`src/rtl/fmv_rr_scheduler_if.sv`:
```
// Request/response bundle between issue-side requesters and the FMV scheduler.
// The slave modport is the scheduler side; the master modport is the requester and consumer side.
interface fmv_rr_scheduler_if #(
   parameter int NREQ = 4,
   parameter int IDW  = 2,
   parameter int XLEN = 64
);
   logic [NREQ-1:0]      req_valid;
   logic [NREQ-1:0]      req_ready;
   logic [2*NREQ-1:0]    req_op;
   logic [XLEN*NREQ-1:0] req_src;
   logic                 resp_valid;
   logic                 resp_ready;
   logic [IDW-1:0]       resp_id;
   logic [XLEN-1:0]      resp_data;

   modport slave (
      input  req_valid, req_op, req_src, resp_ready,
      output req_ready, resp_valid, resp_id, resp_data
   );

   modport master (
      output req_valid, req_op, req_src, resp_ready,
      input  req_ready, resp_valid, resp_id, resp_data
   );
endinterface

```
`src/rtl/fmv_rr_scheduler.sv`:
```
// Round-robin arbiter in front of a shared FMV datapath with a one-entry registered result buffer.
//  state | meaning
//  EMPTY | no result held, resp_valid low
//  FULL  | result held stable until resp_ready
module fmv_rr_scheduler #(
   parameter int NREQ = 4,
   parameter int IDW  = 2,
   parameter int XLEN = 64
) (
   input  logic                CLK,
   input  logic                RST,
   fmv_rr_scheduler_if.slave   bus,
   output logic                busy,
   output logic [15:0]         op_count
);
   typedef enum logic {EMPTY = 1'b0, FULL = 1'b1} state_t;

   state_t             state, state_nxt;
   logic [IDW-1:0]     rr_ptr;
   logic [IDW-1:0]     grant_idx;
   logic               grant_found;
   logic               can_accept;
   logic               xfer;
   logic [1:0]         sel_op;
   logic [XLEN-1:0]    sel_src;
   logic [XLEN-1:0]    move_res;
   logic [IDW-1:0]     resp_id_q;
   logic [XLEN-1:0]    resp_data_q;

   function automatic logic [IDW-1:0] wrap_add(input logic [IDW-1:0] base, input logic [IDW:0] k);
      logic [IDW:0] s;
      s = {1'b0, base} + k;
      if (s >= (IDW+1)'(NREQ)) s = s - (IDW+1)'(NREQ);
      return s[IDW-1:0];
   endfunction

   always_comb begin
      grant_found = 1'b0;
      grant_idx   = '0;
      for (int k = 0; k < NREQ; k++) begin
         if (!grant_found && bus.req_valid[wrap_add(rr_ptr, (IDW+1)'(k))]) begin
            grant_found = 1'b1;
            grant_idx   = wrap_add(rr_ptr, (IDW+1)'(k));
         end
      end
   end

   always_comb begin
      sel_op  = 2'b00;
      sel_src = '0;
      for (int i = 0; i < NREQ; i++) begin
         if (grant_idx == IDW'(i)) begin
            sel_op  = bus.req_op[2*i +: 2];
            sel_src = bus.req_src[XLEN*i +: XLEN];
         end
      end
   end

   always_comb begin
      case (sel_op)
         2'b00:   move_res = {32'hFFFF_FFFF, sel_src[31:0]};
         2'b01:   move_res = {{32{sel_src[31]}}, sel_src[31:0]};
         default: move_res = sel_src;
      endcase
   end

   // Reset also blocks acceptance so no request is consumed while RST is high.
   assign can_accept    = !RST && ((state == EMPTY) || bus.resp_ready);
   assign xfer          = can_accept && grant_found;
   assign bus.req_ready = xfer ? (NREQ'(1) << grant_idx) : '0;

   always_comb begin
      state_nxt = state;
      if (xfer)
         state_nxt = FULL;
      else if ((state == FULL) && bus.resp_ready)
         state_nxt = EMPTY;
   end

   always_ff @(posedge CLK) begin
      if (RST) state <= EMPTY;
      else     state <= state_nxt;
   end

   always_ff @(posedge CLK) begin
      if (RST) begin
         rr_ptr      <= '0;
         resp_id_q   <= '0;
         resp_data_q <= '0;
         op_count    <= '0;
      end else if (xfer) begin
         rr_ptr      <= wrap_add(grant_idx, (IDW+1)'(1));
         resp_id_q   <= grant_idx;
         resp_data_q <= move_res;
         if (op_count != 16'hFFFF) op_count <= op_count + 16'd1;
      end
   end

   assign bus.resp_valid = (state == FULL);
   assign bus.resp_id    = resp_id_q;
   assign bus.resp_data  = resp_data_q;
   assign busy           = (state == FULL);
endmodule

```
`src/flat_wrapper.sv`:
```
// flat-port wrapper written by rule: the top's interface ports become plain ports
module fmv_rr_scheduler_flat 
#(
   parameter int NREQ = 4,
   parameter int IDW  = 2,
   parameter int XLEN = 64
)
  (CLK, RST, busy, op_count, bus_req_valid, bus_req_op, bus_req_src, bus_resp_ready, bus_req_ready, bus_resp_valid, bus_resp_id, bus_resp_data);
  fmv_rr_scheduler_if #(.NREQ(NREQ), .IDW(IDW), .XLEN(XLEN)) bus_i ();
  input  logic CLK;
  input  logic RST;
  output logic busy;
  output logic [15:0] op_count;
  input wire logic [$bits(bus_i.req_valid)-1:0] bus_req_valid;
  input wire logic [$bits(bus_i.req_op)-1:0] bus_req_op;
  input wire logic [$bits(bus_i.req_src)-1:0] bus_req_src;
  input wire logic [$bits(bus_i.resp_ready)-1:0] bus_resp_ready;
  output wire logic [$bits(bus_i.req_ready)-1:0] bus_req_ready;
  output wire logic [$bits(bus_i.resp_valid)-1:0] bus_resp_valid;
  output wire logic [$bits(bus_i.resp_id)-1:0] bus_resp_id;
  output wire logic [$bits(bus_i.resp_data)-1:0] bus_resp_data;
  assign bus_i.req_valid = bus_req_valid;
  assign bus_i.req_op = bus_req_op;
  assign bus_i.req_src = bus_req_src;
  assign bus_i.resp_ready = bus_resp_ready;
  assign bus_req_ready = bus_i.req_ready;
  assign bus_resp_valid = bus_i.resp_valid;
  assign bus_resp_id = bus_i.resp_id;
  assign bus_resp_data = bus_i.resp_data;
  fmv_rr_scheduler #(.NREQ(NREQ), .IDW(IDW), .XLEN(XLEN)) u_core (.CLK(CLK), .RST(RST), .bus(bus_i), .busy(busy), .op_count(op_count));
endmodule
```
`config.mk`:
```
export PLATFORM = sky130hd
export DESIGN_NAME = fmv_rr_scheduler_flat
export DESIGN_NICKNAME = d
export VERILOG_FILES = /design/src/rtl/fmv_rr_scheduler_if.sv /design/src/rtl/fmv_rr_scheduler.sv /design/src/flat_wrapper.sv
export SDC_FILE = /design/constraint.sdc
export NUM_CORES = 1
export LEC_CHECK = 0
export ABC_AREA = 1
export CORE_MARGIN = 8
export CORE_UTILIZATION = 30
export DETAILED_ROUTE_END_ITERATION = 8
export GPL_ROUTABILITY_DRIVEN = 0
export GPL_TIMING_DRIVEN = 0
export PLACE_DENSITY_LB_ADDON = 0.08
export RECOVER_POWER = 25
export SYNTH_ARGS = -nofsm -noshare
export SYNTH_HDL_FRONTEND = slang
export SYNTH_SLANG_ARGS = --single-unit
```
`constraint.sdc`:
```
create_clock -name CLK -period 3.8 [get_ports CLK]
set_input_delay 0.76 -clock CLK [delete_from_list [all_inputs] [get_ports CLK]]
set_output_delay 0.76 -clock CLK [all_outputs]
set_load 0.05 [all_outputs]
```
==> results of run 1 <==
==> through the flow <==
step	hold slack [ps]	TNS (ps)
after detailed placement	460	-32180
after CTS	470	0
after floorplan	504	0
after global placement	457	-27990
final	462	0
after global routing	480	0
==> Yosys cell counts, drive strengths merged <==
library cell  count  share of area [%]
nand4            19                2.0
o21ai            69                6.0
nand2           424                 27
xor2              5               0.75
ha                5                1.1
nand3            84                7.5
or2               1               0.11
inv              36                2.3
buf              27                2.6
dfxtp            85                 29
o211ai           63                8.1
o21a              1               0.13
clkbuf           49                3.1
xnor2             2               0.30
nor4              1               0.11
a21oi            82                7.0
nor3              1              0.085
nor2             36                2.4
==> metal layers <==
metal	part of all wire [%]	up-vias	global-route usage, %
li1	-	4028	-
met1	41	3600	28.2
met2	50	258	41.9
met3	7.2	33	6.51
met4	2.0	0	6.93
met5	0	-	0
==> layout make-up <==
cell class | instances | area, µm² | share of cell area, %
multi-input cells | 793 | 3710 | 36.5
repair buffers | 360 | 3600 | 35.3
flip-flops and latches | 85 | 1700 | 16.7
plain buffers | 76 | 404 | 3.97
well taps | 265 | 332 | 3.26
clock buffers | 12 | 246 | 2.42
inverters | 36 | 135 | 1.33
clock inverters | 4 | 47.5 | 0.467
==> how the worst max path moves through the flow <==
stage	startpoint	to	slack, ps	cells past startpoint
final	bus_resp_ready	bus_req_ready[0]	190	7
after global placement	bus_req_valid[1]	bus_req_ready[3]	-1580	17
after CTS	bus_req_valid[2]	bus_req_ready[3]	30	17
after floorplan	bus_req_valid[3]	bus_req_ready[3]	210	15
after detailed placement	bus_req_valid[1]	bus_req_ready[3]	-1670	17
after global routing	bus_req_valid[1]	bus_req_ready[3]	20	17
==> power groups by stage <==
| stage | sequential (mW) | combinational [mW] | clock [mW] |
|---|---|---|---|
| 2_1_floorplan | 2.34 | 4.64 | 0 |
| 3_3_place_gp | 1.39 | 8.20 | 0 |
| 3_5_place_dp | 1.40 | 8.22 | 0 |
| 4_1_cts | 1.39 | 8.43 | 0.917 |
| 5_1_grt | 1.41 | 9.36 | 0.961 |
| 6_report | 1.38 | 8.40 | 0.899 |
==> flip-flops by register name, summed over array words and instances (netlist names) <==
name	flops
u_core.bus.resp_data	64
u_core.op_count	16
u_core.bus.resp_id	2
u_core.rr_ptr	2
u_core.bus.resp_valid	1
==> cell families (layout without fill, tap and decap cells) <==
group,after synthesis,in the layout,share of synthesized area (%)
fa+ha+maj,5,5,1.07
simple gates,566,566,39.6
compound gates,215,215,21.2
xor+xnor,7,7,1.05
flops,85,85,29.0
buf+inv,112,488,8.09
==> repair_timing <==
action | 4_1_cts | 5_1_grt
hold endpoints to repair | 0 | 0
setup endpoints to repair | 60 | 34
gates resized for setup | 53 | 9
pin swaps | 2 | 1
cloned | 0 | 0
buffers inserted | 1 | 2
==> worst max-delay path: cells and delay by family <==
family / cells / cell delay (ps)
buffers and inverters: 3 / 1200
and+or+nand+nor: 4 / 860
==> run summary, run 1 <==
Buffer type at the clock tree root: sky130_fd_sc_hd__clkbuf_16. In this run the static leakage power is 4.53 nW. The H-tree generated during clock tree synthesis spans 3 levels. The clock skew was 6.51 ps.

The tools report the number of remaining DRC errors as 0. STA classifies the critical path startpoint as an input port. The type of the setup path with the least slack was input port to primary output. The count of cells along the worst register-to-register path was 24; the number of hold buffers added after CTS was 0. Number of buffers on the longest clock path: 2. The routed wire length is 29.8 mm. The clock share of power was 8.4%; the internal power of the cells was 4.52 mW. After routing the design area is 0.0102 mm². Area growth from synthesis to layout: 73.7%.

Summed over all nets, the switching power comes to 6.15 mW. Dividing the synthesized area by the synthesized cell count gives 5.92 µm². For this design the top-level I/O count stands at 359. Dividing the detail-routed via count by the number of cells gives 4.86.

The worst setup path is captured at a primary output. The power density relative to cell area was 1050 mW/mm². The endpoint identified for the worst register-to-register timing path is u_core.bus.resp_data[48]. Clock-pin slew was measured on the worst setup and hold paths at 60 ps. Measured against its own limit, the worst slew margin works out to 57.5%. The tools report the TritonCTS buffer count as 9.

The mapped cell area was 0.00586 mm²; the height of the chip was 156 µm. In the final design database the tool counted 1637 nets. For the overall power consumption, the log shows 10.7 mW. The row count is 51, and the share of the clock period used by the worst path is 94.9%.

The first TritonRoute pass finished after 4 iterations. The highest cell delay on the worst timing path came out at 520 ps. The number of antenna violations at the first check in global routing was 0.

The launching point of the worst reg2reg path is u_core.rr_ptr[1]. Excluding fillers, the count of instances in the completed layout stands at 1631. Of the cells placed in the final design, the portion with a size suffix greater than 1 is 5.78%. In this run the most critical hold path is launched from u_core.bus.resp_data[53]. The initial utilization of the core area, before any placement, comes to 30.3%.

The count of nets left with antenna violations once routing finished came out at 0. The number of DRC markers after the initial detailed-route iteration is 376, and the area of the core is 0.0193 mm². Counting every instance in the synthesized netlist gives 990.

The minimum setup slack after placement is -1670 ps. The type of the tightest min-delay check is register to register. The logs give 0 for the number of max-slew violations in the final report and 0 for the total of warnings raised by yosys.

The worst-margin pin slew is 635 ps, and the die area is 0.0243 mm². In the global route stage, overall resource usage came out at 24.0%. The net switching fraction of the power was 57.6%. Number of failing hold endpoints at the final stage: 0. The sequential share of power was 12.9%. Among the stages of the critical path, the cell type that occurs most often is sky130_fd_sc_hd__nor2_1.

The detailed router placed 7919 vias in this run. The clock drives 85 sinks. Data on the critical path is required at its endpoint by 3040 ps.

Across the run, the number of max-cap violations was 0. The critical path goes through dlygate4sd3_1 > nor2_1 > nor2_1 > nand2_4 > buf_2 > nor2_1 > clkdlybuf4s15_2. The flow ran to the end, and the final reports show no timing, DRC or antenna violations. The run gives 0.000516 V as the worst-case vdd ir drop.

The most common cell after layout, fill and taps aside is sky130_fd_sc_hd__nand2_1. After detailed routing, the average wire length per cell comes to 18.3 µm. From left edge to right edge, the die measures 156 µm.

In the layout the commonest cells are sky130_fd_sc_hd__nand2_1, sky130_fd_sc_hd__clkdlybuf4s50_1, sky130_fd_sc_hd__dfxtp_1, sky130_fd_sc_hd__nand3_1, sky130_fd_sc_hd__a21oi_1. The arrival time at the worst endpoint is 2850 ps. The logs give 340 ps for the clock latency on the worst-skew pair and 52.6% for the final cell utilization of the core. Counting every net in the synthesized netlist gives 1266. Setup repair after global routing left no endpoint under its margin. The clock period minus final worst setup slack was 3610 ps. The largest net degree at the start of global routing was 14; the first-pass GRT wire length was 45.3 mm.

The standard cell with the maximum stage delay on the critical path is sky130_fd_sc_hd__dlygate4sd3_1. The number of storage elements in the synthesis netlist is 85, and the power share of the combinational group is 78.6%. The placed wire-length estimate after detailed placement is 24.5 mm. Summing all placed instances gives a cell area of 0.00977 mm².

Total of buffers placed on input and output ports: 357. For hold timing, the worst endpoint is u_core.bus.resp_data[53]. Setup slack closes at 194 ps. Setup violations remaining at the end of the flow were counted as 0. The antenna diode count is 0. The worst hold path was traced through 2 stages. Along the worst path, the maximum fanout reaches 10. For this run, the top clock speed supported by timing is 277 MHz. The via count of the first global-routing pass was 8020.

For flop-to-flop paths, the worst setup slack is 500 ps. TritonCTS built the clock tree. The final-layout fill cell count is 2043.

The number of cells in the design after placement was 1612; the sequential area share after synthesis was 29.0%. For this run the aggregate overflow at the end of global routing stands at 0. The number of different library cells used by synthesis comes to 28.
No activity file was read; power rests on OpenSTA's default activity.
==> inputs of run 2 (changes only) <==
Settings changed: CELL_PAD_IN_SITES_DETAIL_PLACEMENT set to 1, CELL_PAD_IN_SITES_GLOBAL_PLACEMENT set to 1, CORE_UTILIZATION 30 to 24.
==> run summary, run 2 (same netlist as run 1, synthesis figures left out) <==
After the first detailed-routing iteration, the DRC count stood at 253. The run gives 0 as the number of max-slew violations in the final report. Clock latency on the worst-skew pair: 360 ps.

The register with the most flip-flops in the layout has 64 of them. Buffers inserted during clock tree synthesis total 9. The run gives 3040 ps as the critical path required time.

After floorplanning, the core was divided into 57 placement rows. After the last flow step, the layout net total stands at 1641. The longest clock path from root to sink contains 2 buffers. The library cell used most frequently in the layout, excluding fill and tap cells, is sky130_fd_sc_hd__nand2_1. In this run, the clock network consumes 9.2% of the power. The number of antenna violations at the first check in global routing was 6; the final instance count without filler cells was 1698. The routed wire length came out at 32.5 mm. The critical path is of the input port to primary output type. The die covers 0.0297 mm². The critical path contains buffers and inverters numbering 7 combined.

The via count of the first global-routing pass is 8712, and the clock slew at the register clock pins of the worst setup and hold paths is 60 ps. Including well taps, the total number of placed cells is 1671. In the layout the commonest cells are sky130_fd_sc_hd__nand2_1, sky130_fd_sc_hd__clkdlybuf4s50_1, sky130_fd_sc_hd__dfxtp_1, sky130_fd_sc_hd__a21oi_1, sky130_fd_sc_hd__nand3_1. Placed instance area: 0.00984 mm². The height of the chip was 172 µm; the maximum clock frequency was 272 MHz.

The standard cell with the maximum stage delay on the critical path was sky130_fd_sc_hd__clkdlybuf4s50_1. The total of buffers placed on input and output ports is 357, and the worst-case vdd ir drop is 0.000412 V. For the power share of the combinational group, the log shows 78.2%. On the final layout, the worst clock skew is 14.3 ps. After detailed routing, the average wire length per cell comes to 19.1 µm.

The largest single stage delay on the critical path is 430 ps. Global routing finished with a remaining overflow of 0. The detail route stage leaves a number of antenna-violating nets equal to 0. The worst pin sits at a relative slew slack of 53.9%.

The net switching fraction of the power came out at 57.4%. For this run, the detailed router's first-pass iteration total came to 4. The starting utilization of the core area is 24.2%, and the setup total negative slack is 0 ps. The HPWL after detailed placement is 26.3 mm. The analysis attributes to net switching a power of 6.27 mW. The final number of setup-violating endpoints is 0, and the area of all placed cells without fillers is 0.0103 mm². The routed layout has 8087 vias. In this run the standard cell core region covers 0.0242 mm². The tools report the level count of the clock H-tree as 3.

In this run the horizontal extent of the chip is 172 µm. Global routing used 21.6% of the available tracks. The ratio of routed vias to standard cells is 4.76, and the number of max-cap violations is 0.

The tree is rooted in a sky130_fd_sc_hd__clkbuf_16. The I/O pin count came out at 359. The signal on the critical path passes through clkdlybuf4s50_1 > inv_1 > nand2_1 > nand3_2 > nand2_2 > nor2_4 > nand3_1 > nand2_1 > nand2_2 > inv_2 > ha_4 > inv_1 > buf_8 > clkbuf_16 > nor2_2 > buf_6. Of the cells placed in the final design, the portion with a size suffix greater than 1 is 6.42%.

The tightest min-delay check is of the register to register type. Summed over all cells, the static leakage comes to 4.58 nW. Among cell families on the critical path, the largest total delay comes from buffers and inverters. At the pin with the least slew margin, the transition time is 688 ps. The area growth from synthesis to layout works out to 76.5%. The run gives 85 as the number of clock sinks.

The run finished with clean final reports. The largest fanout of any net on the critical path was 10; the number of failing hold endpoints at the final stage was 0. The internal portion of the total power is 4.66 mW. The number of remaining DRC errors is 0, and the arrival time at the worst endpoint is 2920 ps. The largest net degree at the start of global routing is 16. In the finished design, the share of the clock period the worst path needs comes to 96.8%. Hold timing on the final database bottoms out at a slack of 468 ps. Critical path capture point type: a primary output.

The launching element type of the critical path is an input port. The power density relative to cell area is 1060 mW/mm², and the first-pass GRT wire length is 49.0 mm. The number of hold buffers added after CTS came out at 0.

TritonCTS built the clock tree. The sequential share of power is 12.6%. The clock period could shrink to 3680 ps.
[run 2: cell types whose count changed in the layout (fill, tap and decap cells not counted), sizes merged]
| cell | before | now |
|---|---|---|
| buf | 31 | 40 |
| bufinv | 1 | 2 |
| clkbuf | 62 | 56 |
| clkdlybuf4s15 | 2 | 0 |
| clkdlybuf4s50 | 310 | 313 |
| clkinv | 2 | 3 |
| clkinvlp | 1 | 0 |
| diode | 0 | 4 |
| dlygate4sd2 | 3 | 0 |
| inv | 36 | 38 |
[run 2: final timing paths]
check	startpoint	cells past startpoint	slack [ps]	to
worst max register to register	u_core.rr_ptr[0]	22	650	u_core.bus.resp_data[34]
worst min register to register	u_core.bus.resp_data[7]	2	470	u_core.bus.resp_data[7]
worst max-delay path	bus_req_valid[3]	16	120	bus_req_ready[3]
worst min-delay path	u_core.bus.resp_data[7]	2	470	u_core.bus.resp_data[7]
[run 2: through the flow]
| step | total power [mW] | util, % | setup slack (ps) |
|---|---|---|---|
| 2_1_floorplan | 6.98 | - | 211 |
| 4_1_cts | 11.0 | 42.5 | -58.5 |
| 3_5_place_dp | 9.78 | 40.7 | -1890 |
| 6_report | 10.9 | 42.8 | 120 |
| 3_3_place_gp | 9.72 | 40.7 | -1830 |
| 5_1_grt | 12.1 | 42.8 | -15.8 |
[run 2: tightest hold or removal path: cells and delay by family, from the launching register on]
kind | cells | cell delay (ps)
flops | 1 | 310
simple gates | 2 | 120
[run 2: what timing repair did]
item,in CTS,in global routing
setup endpoints to repair,65,36
hold endpoints to repair,0,0
gates resized for setup,49,28
buffers inserted,2,6
pin swaps,2,3
[run 2: cell type report]
type                    instances  area [µm²]
clock buffers                   9         225
multi-input cells             793        3730
fillers                      3143       13800
repair buffers                365        3630
plain buffers                  75         403
clock inverters                 7        96.3
flip-flops and latches         85        1700
diodes                          4        10.0
well taps                     324         405
inverters                      36         140
[run 2: layer usage]
layer  track usage [%]  share of wire, %  routed length [µm]
met1              24.6                41               13400
met2              37.5                48               15800
met3              7.05               7.8                2530
met4              7.31               2.6                 835
met5                 0              0.11                  36
[run 2: power groups by stage]
stage                     logic (mW)  registers (mW)  clock network (mW)
after floorplan                 4.64            2.34                   0
after global placement          8.33            1.39                   0
after detailed placement        8.38            1.40                   0
after CTS                       8.62            1.39                1.03
after global routing            9.59            1.41                1.07
final                           8.54            1.38                1.00
==> inputs of run 3 (changes only) <==
Settings changed: SLEW_MARGIN set to 20.
==> results of run 3 <==
The final DEF is identical to that of run 2; final timing and power are the same.
